## config.mk

```make
export PLATFORM = sky130hd
export DESIGN_NAME = pc_sequencer
export DESIGN_NICKNAME = d
export VERILOG_FILES = /design/src/rtl/ecp8_pkg.sv /design/src/rtl/pc_return_stack.sv /design/src/rtl/pc_sequencer.sv
export SDC_FILE = /design/constraint.sdc
export NUM_CORES = 1
export LEC_CHECK = 0
export BUFFER_PORTS_ARGS = -buffer_cell sky130_fd_sc_hd__buf_2
export CORE_UTILIZATION = 40
export DETAILED_ROUTE_END_ITERATION = 16
export GPL_TIMING_DRIVEN = 0
export PLACE_DENSITY_LB_ADDON = 0.05
export SLEW_MARGIN = 25
export SYNTH_ARGS = -nofsm -noshare
export SYNTH_HDL_FRONTEND = slang
export SYNTH_SLANG_ARGS = --single-unit
export TNS_END_PERCENT = 20
```

## constraint.sdc

```tcl
create_clock -name clk -period 2.85 [get_ports clk]
set_input_delay 0.7125 -clock clk [delete_from_list [all_inputs] [get_ports clk]]
set_output_delay 0.7125 -clock clk [all_outputs]
set_load 0.05 [all_outputs]
```

## src/rtl/ecp8_pkg.sv

```systemverilog
// Shared definitions for the ECP8 program-counter sequencer: op encodings
// and fault flag bit positions.
package ecp8_pkg;

    typedef enum logic [1:0] {
        OP_NEXT = 2'b00,
        OP_JUMP = 2'b01,
        OP_CALL = 2'b10,
        OP_RET  = 2'b11
    } op_e;

    localparam int FAULT_OVF = 0;
    localparam int FAULT_UDF = 1;

endpackage

```

## src/rtl/pc_return_stack.sv

```systemverilog
// Parameterized LIFO holding return addresses; rdata always shows the top
// entry (don't-care when empty). The parent never pushes and pops together.
module pc_return_stack #(
    parameter int WIDTH = 8,
    parameter int DEPTH = 4
) (
    input  logic                     clk,
    input  logic                     rst,
    input  logic                     push,
    input  logic                     pop,
    input  logic [WIDTH-1:0]         wdata,
    output logic [WIDTH-1:0]         rdata,
    output logic [$clog2(DEPTH):0]   depth,
    output logic                     full,
    output logic                     empty
);
    localparam int PW = $clog2(DEPTH);
    localparam int CW = PW + 1;

    logic [WIDTH-1:0] entries [DEPTH];
    logic [CW-1:0]    count;
    logic [PW-1:0]    wr_idx;
    logic [PW-1:0]    top_idx;

    // DEPTH is a power of two, so the low bits of the count index the free slot.
    assign wr_idx  = count[PW-1:0];
    assign top_idx = wr_idx - PW'(1);
    assign rdata   = entries[top_idx];
    assign depth   = count;
    assign full    = (count == CW'(DEPTH));
    assign empty   = (count == '0);

    always_ff @(posedge clk or posedge rst) begin
        if (rst) begin
            for (int i = 0; i < DEPTH; i++) begin
                entries[i] <= '0;
            end
            count <= '0;
        end else if (push && !full) begin
            entries[wr_idx] <= wdata;
            count           <= count + CW'(1);
        end else if (pop && !empty) begin
            count <= count - CW'(1);
        end
    end

    assert property (@(posedge clk) disable iff (rst) !(push && pop))
        else $error("pc_return_stack: push and pop asserted together");

endmodule

```

## src/rtl/pc_sequencer.sv

```systemverilog
// Program-counter sequencer: next-PC selection for NEXT/JUMP/CALL/RET with a
// hardware return stack, registered redirect pulse and sticky stack faults.
module pc_sequencer
    import ecp8_pkg::*;
#(
    parameter int                    ADDR_WIDTH  = 8,
    parameter int                    STACK_DEPTH = 4,
    parameter logic [ADDR_WIDTH-1:0] RESET_PC    = '0,
    parameter int                    UUID        = 0
) (
    input  logic                          clk,
    input  logic                          rst,
    input  logic                          step,
    input  logic [1:0]                    op,
    input  logic                          cond_result,
    input  logic [ADDR_WIDTH-1:0]         target,
    output logic [ADDR_WIDTH-1:0]         pc,
    output logic                          redirect,
    output logic [$clog2(STACK_DEPTH):0]  depth,
    output logic [1:0]                    fault
);
    logic [ADDR_WIDTH-1:0] pc_inc;
    logic [ADDR_WIDTH-1:0] pc_next;
    logic [ADDR_WIDTH-1:0] ret_addr;
    logic                  redirect_next;
    logic [1:0]            fault_next;
    logic                  push;
    logic                  pop;
    logic                  full;
    logic                  empty;

    assign pc_inc = pc + ADDR_WIDTH'(1);

    pc_return_stack #(
        .WIDTH (ADDR_WIDTH),
        .DEPTH (STACK_DEPTH)
    ) u_stack (
        .clk   (clk),
        .rst   (rst),
        .push  (push),
        .pop   (pop),
        .wdata (pc_inc),
        .rdata (ret_addr),
        .depth (depth),
        .full  (full),
        .empty (empty)
    );

    // A refused CALL or RET falls back to sequential flow and only records a fault.
    always_comb begin
        pc_next       = pc;
        redirect_next = 1'b0;
        fault_next    = fault;
        push          = 1'b0;
        pop           = 1'b0;
        if (step) begin
            pc_next = pc_inc;
            case (op_e'(op))
                OP_JUMP: begin
                    if (cond_result) begin
                        pc_next       = target;
                        redirect_next = 1'b1;
                    end
                end
                OP_CALL: begin
                    if (cond_result) begin
                        if (!full) begin
                            push          = 1'b1;
                            pc_next       = target;
                            redirect_next = 1'b1;
                        end else begin
                            fault_next[FAULT_OVF] = 1'b1;
                        end
                    end
                end
                OP_RET: begin
                    if (!empty) begin
                        pop           = 1'b1;
                        pc_next       = ret_addr;
                        redirect_next = 1'b1;
                    end else begin
                        fault_next[FAULT_UDF] = 1'b1;
                    end
                end
                default: ;
            endcase
        end
    end

    always_ff @(posedge clk or posedge rst) begin
        if (rst) begin
            pc       <= RESET_PC;
            redirect <= 1'b0;
            fault    <= 2'b00;
        end else begin
            pc       <= pc_next;
            redirect <= redirect_next;
            fault    <= fault_next;
        end
    end

    assert property (@(posedge clk) disable iff (rst) depth <= ($clog2(STACK_DEPTH)+1)'(STACK_DEPTH))
        else $error("pc_sequencer %0d: stack depth out of range", UUID);

endmodule
```

==> qor.txt <==
Mapped Area: 0.00239 sq mm
number of synthesized flops with an enable pin: 0
yosys warns: 0
Least-Margin Pin Slew: 0.627 ns
FILL cells: 527
minimum clock period: 2.62 ns
1st-pass router iterations: 4
CTS max path bufs: 2
P_leak: 0.00127 uW
Syn Nets: 239
Final Hold Viols: 0
DR WL met3: 273 microns
clock root buffer: clkbuf_8
crit-path cells: buf_4, inv_1, ha_1, nand2_1, and3_1, buf_6, inv_1, fa_1, o21ai_0, a21oi_1, a31oi_1
CP Class: flop to flop
crit end category: flop
DIE AREA: 0.00628 sq mm
final setup fails: 0
final RePlAce weighted congestion: 0.726
Wirelength per Cell: 17.2 microns
clock sink count: 46
TritonCTS buffer count: 5
post_cts resized: 0
largest net degree at the start of global routing: 47
Most used DFF post-synth: dfrtp_1
Setup Skew: 0.00517 ns
top sig layer: met4
Routed Wire Length: 5.59 mm
final count of pins violating max slew: 0
antenna viol nets, final: 0
Top delay family on crit path: adder cells
worst vdd ir: 0.000590 V
CP most frequent cell: inv_1
Worst Path Max Fanout: 10
Core Box Area: 0.00564 sq mm
top-area cell type share of the netlist area: 48.2%
row count: 27
dpl cell area: 0.00261 sq mm
Synth area leaders: dfrtp_1 (48%), mux4_2 (6.6%), nand2_1 (5.8%)
FF/Latch Area: 0.00115 sq mm
maxcap violations: 0
cell taking the most area after synthesis: dfrtp_1
Hold WC Path Type: input port to asynchronous set/reset pin
Worst path max stage delay: 0.45 ns
DRT iter0 DRCs: 81
share of synthesized registers carrying an async set or reset: 100%
antenna violations before repair: 0
RSZ-0062 raised after global routing: false
layout cells sized above 1: 27.3%
total grt overflow: 0
fin area: 0.00272 sq mm
Ant. Diodes: 0
Starting Density: 42.3%
CTS tree: yes
setup tns final: 0 ns
CP max-delay cell: dfrtp_1
Syn Area/Cell: 10.9 sq um
Seq/Total Area, Yosys: 48.2%
Clk pin slew, worst setup/hold paths: 0.09 ns
pwr dens: 1110 mW/mm^2
top-count cell post-synth: dfrtp_1
Mapped Cells: 219
CP arrival: 2.85 ns
via/cell ratio: 5.44
f_max: 382 MHz
chip width: 79.3 microns
I/O pins: 28
DRC: 0
Slew headroom: 57.8%
DIE HEIGHT: 79.3 microns
synth cell count leaders: dfrtp_1 (46), nand2_1 (37), o21ai_1 (24)
buffers plus inverters on the worst setup path: 4
Worst Path Required: 3.09 ns
Tot GR Track Use: 19.9%
library cells used by synthesis: 45
clock latency on the worst-skew pair: 0.31 ns
net count reported at finish: 272
wire length on met2: 2.42 mm
status: finished clean
area of the multi-input gates: 0.00113 sq mm
Area growth syn-to-layout: 14.0%
Port-buffer cells: 26
Post-CTS Hold Buffers: 0
Detailed Place HPWL: 3.88 mm
CP startpoint kind: flop
WHS: 0.464 ns
Post-CTS Setup Repair Bufs: 0
detailed-route via count: 1767
Yosys reg bits: 46
H-tree Lvls: 2
M1 WL: 2.80 mm
Tcrit/Tclk final: 91.8%
vias in the first global route: 1691
Tot Pwr: 3030 uW
first-pass GRT wire length: 9.14 mm
## cells in the final DEF (no fill, tap or decap), types with 2 or more instances in the layout
cell	count
a22oi_1	5
nand2b_1	2
mux2_4	5
buf_6	6
mux4_2	7
xor2_1	3
xnor2_1	4
nand2_1	37
nor2_1	7
nand2_4	4
o21ai_1	24
inv_1	4
nor2b_1	2
a31oi_1	2
and3_1	2
nor3_1	3
ha_1	5
nand3_1	4
dfrtp_1	46
a2111oi_0	2
a221oi_1	3
nand3b_1	2
o21ai_2	5
clkbuf_8	5
a21oi_1	5
clkbuf_1	2
buf_2	28
o21ai_0	7
## report_power, final
group	leakage [uW]	switching (uW)	internal [uW]
combinational	0.000612	856	536
sequential	0.000596	214	916
clock	0.0000585	245	263
## registers in the layout, indices dropped and copies added, names as in the netlist
name and flops:
u_stack.depth 3, u_stack.entries 32, pc 8, redirect 1, fault 2
## through the flow
step	setup slack [ns]	std cells	util (%)
2_1_floorplan	0.175	219	-
3_3_place_gp	0.273	317	46.2
3_5_place_dp	0.281	317	46.3
4_1_cts	0.240	325	48.3
5_1_grt	0.0443	325	48.3
6_report	0.233	325	48.3
## path summary, 6_finish.rpt
path / start / end / slack, ns / cells after the start
worst min-delay path: rst / u_stack.entries[25] / 0.46 / 2
worst max-delay path: u_stack.depth[0] / u_stack.depth[2] / 0.23 / 11
max in group asynchronous: rst / u_stack.entries[21] / 1.99 / 2
min in group clk: fault[0] / fault[0] / 0.48 / 1
worst max register to register: u_stack.depth[0] / u_stack.depth[2] / 0.23 / 11
worst min register to register: fault[0] / fault[0] / 0.48 / 1
## area by class of cell
class / count / share of cell area (%)
timing repair buffer: 26 / 4.78
multi-input combinational: 157 / 41.3
clock buffer: 5 / 2.53
inverter: 5 / 0.781
buffer: 11 / 3.40
tap: 72 / 3.31
sequential: 46 / 42.3
clock inverter: 3 / 1.61
## logic make-up (layout without fill, tap and decap cells)
| family | after synthesis | in the layout | share of synthesized area (%) |
|---|---|---|---|
| flops | 46 | 46 | 48.2 |
| mux | 12 | 12 | 9.74 |
| fa+ha+maj | 6 | 6 | 3.46 |
| buf+inv | 16 | 50 | 4.66 |
| compound gates | 64 | 64 | 17.3 |
| xor+xnor | 7 | 7 | 2.57 |
| simple gates | 68 | 68 | 14.1 |
## per-layer routing
metal | global-route usage, % | up-vias
li1 | - | 850
met1 | 29.2 | 860
met2 | 28.6 | 47
met3 | 4.14 | 10
met4 | 7.45 | 0
met5 | 0 | -
(Power assumes the default switching activity.)
